$ cat src/rtl/qar_mem_arbiter_pkg.sv
// Shared types and constants for the qar_core memory-port arbiter.
// Owner IDs tag in-flight reads so returning data reaches the requester that issued them.
package qar_mem_arbiter_pkg;

  // Requester identity carried through the read-return pipe
  typedef enum logic {
    PORT_IF = 1'b0,
    PORT_LS = 1'b1
  } port_id_t;

  // Supported memory read latency window (cycles)
  localparam int RD_LATENCY_MIN = 1;
  localparam int RD_LATENCY_MAX = 4;

  // True when a requested read latency is inside the supported window
  function automatic bit rd_latency_legal(input int lat);
    return (lat >= RD_LATENCY_MIN) && (lat <= RD_LATENCY_MAX);
  endfunction

endpackage

$ cat src/rtl/qar_mem_arbiter_if.sv
// Bus bundle between the two requesters (IF, LS), the arbiter and the memory port.
// slave  : seen from the arbiter (takes requests, drives grants/returns and the memory strobes)
// master : seen from the environment (core pipeline + memory)
interface qar_mem_arbiter_if #(
  parameter int ADDR_W = 32,
  parameter int DATA_W = 32
) ();

  // Instruction-fetch requester (read only)
  logic              if_req;
  logic [ADDR_W-1:0] if_addr;
  logic              if_gnt;
  logic              if_rvalid;
  logic [DATA_W-1:0] if_rdata;

  // Load/store requester
  logic              ls_req;
  logic              ls_we;
  logic [ADDR_W-1:0] ls_addr;
  logic [DATA_W-1:0] ls_wdata;
  logic              ls_gnt;
  logic              ls_rvalid;
  logic [DATA_W-1:0] ls_rdata;

  // Shared memory port
  logic [ADDR_W-1:0] mem_addr;
  logic [DATA_W-1:0] mem_wdata;
  logic              mem_we;
  logic              mem_re;
  logic [DATA_W-1:0] mem_rdata;

  modport slave (
    input  if_req, if_addr,
    output if_gnt, if_rvalid, if_rdata,
    input  ls_req, ls_we, ls_addr, ls_wdata,
    output ls_gnt, ls_rvalid, ls_rdata,
    output mem_addr, mem_wdata, mem_we, mem_re,
    input  mem_rdata
  );

  modport master (
    output if_req, if_addr,
    input  if_gnt, if_rvalid, if_rdata,
    output ls_req, ls_we, ls_addr, ls_wdata,
    input  ls_gnt, ls_rvalid, ls_rdata,
    input  mem_addr, mem_wdata, mem_we, mem_re,
    output mem_rdata
  );

endinterface

$ cat src/rtl/qar_mem_arbiter_rd_return_pipe.sv
// Valid/owner shift pipe that tracks outstanding reads for DEPTH cycles.
// The head (last stage) lines up with the cycle in which memory presents the read data.
// Asynchronous reset drops every in-flight entry immediately.
module qar_rd_return_pipe
  import qar_mem_arbiter_pkg::*;
#(
  parameter int DEPTH = 1
) (
  input  logic     clk,
  input  logic     rst_n,
  input  logic     push_i,
  input  port_id_t owner_i,
  output logic     head_valid_o,
  output port_id_t head_owner_o
);

  logic [DEPTH-1:0] valid_q;
  logic [DEPTH-1:0] valid_d;
  logic [DEPTH-1:0] owner_q;
  logic [DEPTH-1:0] owner_d;

  // Shift every stage one step toward the head and insert the new entry at stage 0
  always_comb begin
    valid_d = (valid_q << 1'b1) | DEPTH'(push_i);
    owner_d = (owner_q << 1'b1) | DEPTH'(owner_i);
  end

  // Pipe registers; reset clears all outstanding reads
  always_ff @(posedge clk or negedge rst_n) begin
    if (!rst_n) begin
      valid_q <= {DEPTH{1'b0}};
      owner_q <= {DEPTH{1'b0}};
    end else begin
      valid_q <= valid_d;
      owner_q <= owner_d;
    end
  end

  assign head_valid_o = valid_q[DEPTH-1];
  assign head_owner_o = port_id_t'(owner_q[DEPTH-1]);

endmodule

$ cat src/rtl/qar_mem_arbiter.sv
// Memory-port arbiter for qar_core: shares one memory port between instruction fetch (IF)
// and load/store (LS). LS has priority, but IF is guaranteed a grant after STARVE_MAX
// consecutive LS grants while it waits. Read data is steered back by an owner-tagged pipe.
module qar_mem_arbiter
  import qar_mem_arbiter_pkg::*;
#(
  parameter int ADDR_W     = 32,
  parameter int DATA_W     = 32,
  parameter int RD_LATENCY = 1,
  parameter int STARVE_MAX = 4
) (
  input  logic               clk,
  input  logic               rst_n,
  qar_mem_arbiter_if.slave   bus
);

  localparam int                CNT_W      = $clog2(STARVE_MAX + 1);
  localparam logic [CNT_W-1:0]  STARVE_LIM = CNT_W'(STARVE_MAX);

  // Reject unsupported latencies at elaboration time
  if (!rd_latency_legal(RD_LATENCY)) begin : g_bad_rd_latency
    $error("qar_mem_arbiter: RD_LATENCY out of supported range");
  end

  logic             grant_if;
  logic             grant_ls;
  logic [CNT_W-1:0] starve_q;
  logic [CNT_W-1:0] starve_d;
  logic             rd_push;
  port_id_t         rd_owner;
  logic             head_valid;
  port_id_t         head_owner;

  // Pick at most one requester; LS wins a conflict unless IF has waited STARVE_MAX grants
  always_comb begin
    grant_if = 1'b0;
    grant_ls = 1'b0;
    if (!rst_n) begin
      grant_if = 1'b0;
      grant_ls = 1'b0;
    end else if (bus.if_req && bus.ls_req) begin
      if (starve_q == STARVE_LIM) begin
        grant_if = 1'b1;
      end else begin
        grant_ls = 1'b1;
      end
    end else if (bus.ls_req) begin
      grant_ls = 1'b1;
    end else if (bus.if_req) begin
      grant_if = 1'b1;
    end else begin
      grant_if = 1'b0;
      grant_ls = 1'b0;
    end
  end

  assign bus.if_gnt = grant_if;
  assign bus.ls_gnt = grant_ls;

  // Count LS grants taken while IF is waiting; any IF grant or idle IF clears it
  always_comb begin
    starve_d = starve_q;
    if (grant_if || !bus.if_req) begin
      starve_d = {CNT_W{1'b0}};
    end else if (grant_ls && (starve_q != STARVE_LIM)) begin
      starve_d = starve_q + CNT_W'(1);
    end else begin
      starve_d = starve_q;
    end
  end

  // Starvation counter register
  always_ff @(posedge clk or negedge rst_n) begin
    if (!rst_n) begin
      starve_q <= {CNT_W{1'b0}};
    end else begin
      starve_q <= starve_d;
    end
  end

  // Drive the memory port from whichever requester holds the grant; idle port is all zero
  always_comb begin
    bus.mem_addr  = {ADDR_W{1'b0}};
    bus.mem_wdata = {DATA_W{1'b0}};
    bus.mem_we    = 1'b0;
    bus.mem_re    = 1'b0;
    case ({grant_ls, grant_if})
      2'b01: begin
        bus.mem_addr = bus.if_addr;
        bus.mem_re   = 1'b1;
      end
      2'b10: begin
        bus.mem_addr  = bus.ls_addr;
        bus.mem_wdata = bus.ls_wdata;
        bus.mem_we    = bus.ls_we;
        bus.mem_re    = ~bus.ls_we;
      end
      default: begin
        bus.mem_addr  = {ADDR_W{1'b0}};
        bus.mem_wdata = {DATA_W{1'b0}};
        bus.mem_we    = 1'b0;
        bus.mem_re    = 1'b0;
      end
    endcase
  end

  // Every granted read (never a write) enters the return pipe tagged with its owner
  always_comb begin
    rd_push  = grant_if || (grant_ls && !bus.ls_we);
    rd_owner = PORT_IF;
    if (grant_ls) begin
      rd_owner = PORT_LS;
    end else begin
      rd_owner = PORT_IF;
    end
  end

  qar_rd_return_pipe #(
    .DEPTH (RD_LATENCY)
  ) u_rd_return_pipe (
    .clk          (clk),
    .rst_n        (rst_n),
    .push_i       (rd_push),
    .owner_i      (rd_owner),
    .head_valid_o (head_valid),
    .head_owner_o (head_owner)
  );

  // Steer the returning memory data to the owner of the pipe head; the other port sees zero
  always_comb begin
    bus.if_rvalid = 1'b0;
    bus.if_rdata  = {DATA_W{1'b0}};
    bus.ls_rvalid = 1'b0;
    bus.ls_rdata  = {DATA_W{1'b0}};
    if (head_valid) begin
      case (head_owner)
        PORT_IF: begin
          bus.if_rvalid = 1'b1;
          bus.if_rdata  = bus.mem_rdata;
        end
        PORT_LS: begin
          bus.ls_rvalid = 1'b1;
          bus.ls_rdata  = bus.mem_rdata;
        end
        default: begin
          bus.if_rvalid = 1'b0;
          bus.ls_rvalid = 1'b0;
        end
      endcase
    end else begin
      bus.if_rvalid = 1'b0;
      bus.ls_rvalid = 1'b0;
    end
  end

endmodule
$ cat src/flat_wrapper.sv
// flat-port wrapper written by rule: the top's interface ports become plain ports
module qar_mem_arbiter_flat import qar_mem_arbiter_pkg::*;
#(
  parameter int ADDR_W     = 32,
  parameter int DATA_W     = 32,
  parameter int RD_LATENCY = 1,
  parameter int STARVE_MAX = 4
)
  (clk, rst_n, bus_if_req, bus_if_addr, bus_if_gnt, bus_if_rvalid, bus_if_rdata, bus_ls_req, bus_ls_we, bus_ls_addr, bus_ls_wdata, bus_ls_gnt, bus_ls_rvalid, bus_ls_rdata, bus_mem_addr, bus_mem_wdata, bus_mem_we, bus_mem_re, bus_mem_rdata);
  qar_mem_arbiter_if #(.ADDR_W(ADDR_W), .DATA_W(DATA_W)) bus_i ();
  input  logic clk;
  input  logic rst_n;
  input wire logic [$bits(bus_i.if_req)-1:0] bus_if_req;
  input wire logic [$bits(bus_i.if_addr)-1:0] bus_if_addr;
  output wire logic [$bits(bus_i.if_gnt)-1:0] bus_if_gnt;
  output wire logic [$bits(bus_i.if_rvalid)-1:0] bus_if_rvalid;
  output wire logic [$bits(bus_i.if_rdata)-1:0] bus_if_rdata;
  input wire logic [$bits(bus_i.ls_req)-1:0] bus_ls_req;
  input wire logic [$bits(bus_i.ls_we)-1:0] bus_ls_we;
  input wire logic [$bits(bus_i.ls_addr)-1:0] bus_ls_addr;
  input wire logic [$bits(bus_i.ls_wdata)-1:0] bus_ls_wdata;
  output wire logic [$bits(bus_i.ls_gnt)-1:0] bus_ls_gnt;
  output wire logic [$bits(bus_i.ls_rvalid)-1:0] bus_ls_rvalid;
  output wire logic [$bits(bus_i.ls_rdata)-1:0] bus_ls_rdata;
  output wire logic [$bits(bus_i.mem_addr)-1:0] bus_mem_addr;
  output wire logic [$bits(bus_i.mem_wdata)-1:0] bus_mem_wdata;
  output wire logic [$bits(bus_i.mem_we)-1:0] bus_mem_we;
  output wire logic [$bits(bus_i.mem_re)-1:0] bus_mem_re;
  input wire logic [$bits(bus_i.mem_rdata)-1:0] bus_mem_rdata;
  assign bus_i.if_req = bus_if_req;
  assign bus_i.if_addr = bus_if_addr;
  assign bus_if_gnt = bus_i.if_gnt;
  assign bus_if_rvalid = bus_i.if_rvalid;
  assign bus_if_rdata = bus_i.if_rdata;
  assign bus_i.ls_req = bus_ls_req;
  assign bus_i.ls_we = bus_ls_we;
  assign bus_i.ls_addr = bus_ls_addr;
  assign bus_i.ls_wdata = bus_ls_wdata;
  assign bus_ls_gnt = bus_i.ls_gnt;
  assign bus_ls_rvalid = bus_i.ls_rvalid;
  assign bus_ls_rdata = bus_i.ls_rdata;
  assign bus_mem_addr = bus_i.mem_addr;
  assign bus_mem_wdata = bus_i.mem_wdata;
  assign bus_mem_we = bus_i.mem_we;
  assign bus_mem_re = bus_i.mem_re;
  assign bus_i.mem_rdata = bus_mem_rdata;
  qar_mem_arbiter #(.ADDR_W(ADDR_W), .DATA_W(DATA_W), .RD_LATENCY(RD_LATENCY), .STARVE_MAX(STARVE_MAX)) u_core (.clk(clk), .rst_n(rst_n), .bus(bus_i));
endmodule
$ cat config.mk
export PLATFORM = sky130hd
export DESIGN_NAME = qar_mem_arbiter_flat
export DESIGN_NICKNAME = d
export VERILOG_FILES = /design/src/rtl/qar_mem_arbiter_pkg.sv /design/src/rtl/qar_mem_arbiter_if.sv /design/src/rtl/qar_mem_arbiter_rd_return_pipe.sv /design/src/rtl/qar_mem_arbiter.sv /design/src/flat_wrapper.sv
export SDC_FILE = /design/constraint.sdc
export NUM_CORES = 1
export LEC_CHECK = 0
export ABC_AREA = 1
export CAP_MARGIN = 20
export CORE_AREA = 2 2 104 106
export CTS_CLUSTER_SIZE = 10
export DETAILED_ROUTE_END_ITERATION = 8
export DIE_AREA = 0 0 106 108
export PLACE_DENSITY_LB_ADDON = 0.08
export SYNTH_ARGS = -nofsm -noshare
export SYNTH_HDL_FRONTEND = slang
export SYNTH_SLANG_ARGS = --single-unit
$ cat constraint.sdc
create_clock -name clk -period 2.5 [get_ports clk]
set_input_delay 0.375 -clock clk [delete_from_list [all_inputs] [get_ports clk]]
set_output_delay 0.375 -clock clk [all_outputs]
set_load 0.02 [all_outputs]
==> qor.yml <==
status: "finished, final reports clean"
start_kind: "register"
maxSlewHeadroom_pct: 63.3
grt_pass1_wl_microns: 13200
nets: 728
r2r-start: "u_core.starve_q[0]"
ctsHtreeMaxLevel: 1
yosys-mux-area-fraction_pct: 0
synth_edf_count: 0
crit_fanout: 17
final_cells: 726
placed_area_sq_um: 4330
critical_path_required_ns: 2.12
grt-ovfl-total: 0
start_util_pct: 14.4
p_per_area_nw_per_um2: 207
post-synth-top-count-cell: "nand2_1"
syn_area_per_cell_sq_um: 4.56
ys_seq_area_share_pct: 8.49
worst_pin_slew_ns: 0.549
vias: 2820
dp_hpwl_microns: 7470
grt_pass1_vias: 2689
firstDrtPassIters: 4
reg2reg_slack_ns: 1.31
final_core_util_pct: 42.4
finalHoldViolations: 0
ioPinCount: 267
wire_per_inst_microns: 12.4
syn2layout_area_growth_pct: 194
cts_root_buf: "clkbuf_8"
cts_made_buffers: 3
place.gp.congestion: 0.781
p_leak_nw: 2.26
max_freq_ghz: 0.423
path_class: "reg -> out"
dp_worst_setup_slack_ns: -0.416
rr_worst_depth: 6
setup_viol: 0
dieWidth_microns: 106
finalCritPeriodShare_pct: 94.6
worst_hold_slack_ns: 0.180
die_area_sq_um: 11400
ant_nets: 0
cts_tree: "yes"
crit_start: "u_core.starve_q[0]"
fin_ws_ns: 0.135
grt_usage_pct: 14.4
antenna_found_initial: 0
cts.clk_slew.worst_paths_ns: 0.04
fp.dieH_microns: 108
worstSkewPairLatency_ns: 0.22
final.setup_skew_ns: 0.00287
hold_path_class: "in -> async"
first_iter_violations: 124
finalCriticalPeriod_ns: 2.37
crit_path_end_kind: "output port"
fin_total_pwr_mw: 0.897
synth_warnings: 0
num_rows: 37
synth_nets: 460
synth_common_cells: "106 x nand2_1, 74 x inv_1, 70 x nor2_1, 32 x a21oi_1, 12 x buf_2"
ys.flop_type: "dfrtp_1"
port_buffers: 266
route.detailed.drc: 0
synthCells: 323
synth_area_leader_cell: "nand2_1"
netlist_top_cells_area: "nand2_1 27%, inv_1 19%, nor2_1 18%"
fin_tns_setup_ns: 0
synthAdderAreaFrac_pct: 3.40
hold_buffers: 0
synth_compound_area_share_pct: 12.1
slew_viol_final: 0
rr_endpoint: "u_core.u_rd_return_pipe.head_owner_o"
rsz0062_at_grt: "false"
fp.coreArea_sq_um: 10200
clock_sinks: 5
synthArstFlopShare_pct: 100
cap_viol_max_count: 0
finalInstanceArea_sq_um: 4340
ir_drop_v: 0.000124
synth_seq_cells: 5
cts.path.max_buffers: 2
syn-cell-area_sq_um: 1470
via_per_inst: 3.88
grt_max_degree: 34
yosys.area_share.simple_pct: 46.7
layout-drive-gt1-share_pct: 12.5
wl_microns: 8980
synthXorXnorAreaFrac_pct: 0.594
synth_top_family_by_area: "simple AND/OR/NAND/NOR gates"
antennaDiodeCount: 0
arrival_ns: 1.99
dp_cells: 720
synth_top_area_share_pct: 27.0
post_synth_num_cell_types: 18
[layout by cell type, fill, tap and decap left out, drive strengths merged, types with 3 or more instances in the layout]
cell type	netlist	final
a21oi	32	32
buf	20	45
clkbuf	1	15
clkdlybuf4s50	0	197
dfrtp	5	5
dlygate4sd2	0	29
ha	4	4
inv	75	75
nand2	106	106
nand3	3	3
nor2	71	71
[critical path, cell delays in order (launching register included)]
cell and delay [ns]:
dfrtp_1 0.36, inv_1 0.06, ha_2 0.18, nand2_4 0.08
o21ai_2 0.15, buf_4 0.14, ha_4 0.18, buf_12 0.16
nand2_1 0.06, a21oi_1 0.18, buf_2 0.20
[timing repair]
action                                  4_1_cts  5_1_grt
endpoints found under the setup margin       61       46
pin swaps                                     0        1
gates resized for setup                     142       47
setup buffers                                 1        0
cloned                                        1        0
[state kept, by name, summed over array words and instances (netlist names)]
| signal | flops |
|---|---|
| u_core.u_rd_return_pipe.head_valid_o | 1 |
| u_core.u_rd_return_pipe.head_owner_o | 1 |
| u_core.starve_q | 3 |
[where the power goes]
| group | internal (mW) | switching, mW | leakage [nW] |
|---|---|---|---|
| Combinational | 0.360 | 0.301 | 2.17 |
| Sequential | 0.0852 | 0.00179 | 0.0667 |
| Clock | 0.109 | 0.0401 | 0.0228 |
| Total | 0.554 | 0.343 | 2.26 |
[cell type report]
cell class | count | area [sq um]
well taps | 136 | 170
fillers | 1092 | 5890
flip-flops and latches | 5 | 125
clock buffers | 4 | 45.0
inverters | 76 | 285
repair buffers | 284 | 2710
multi-input cells | 221 | 1010
[routing by layer]
layer / vias to the layer above / routed length, microns / part of all wire, % / GRT usage (%)
li1: 1450 / - / - / -
met3: 10 / 1050 / 12 / 5.91
met1: 1193 / 2950 / 33 / 13.2
met2: 167 / 4810 / 54 / 29.7
met4: 0 / 163 / 1.8 / 3.01
met5: - / 0 / 0 / 0
[cell families (layout without fill, tap and decap cells)]
family / after synthesis / count (layout)
simple gates: 181 / 181
buf+inv: 97 / 364
compound gates: 35 / 35
flops: 5 / 5
fa+ha+maj: 4 / 4
xor+xnor: 1 / 1
[how the worst max path moves through the flow]
stage,endpoint,slack (ns),cells past startpoint
2_1_floorplan,bus_mem_addr[0],0.17,10
3_3_place_gp,bus_mem_addr[20],-0.39,8
3_5_place_dp,bus_mem_addr[20],-0.42,8
4_1_cts,bus_mem_addr[9],-0.006,11
5_1_grt,bus_mem_addr[9],0.01,10
6_report,bus_mem_addr[9],0.13,10
No activity file was read; power rests on OpenSTA's default activity.
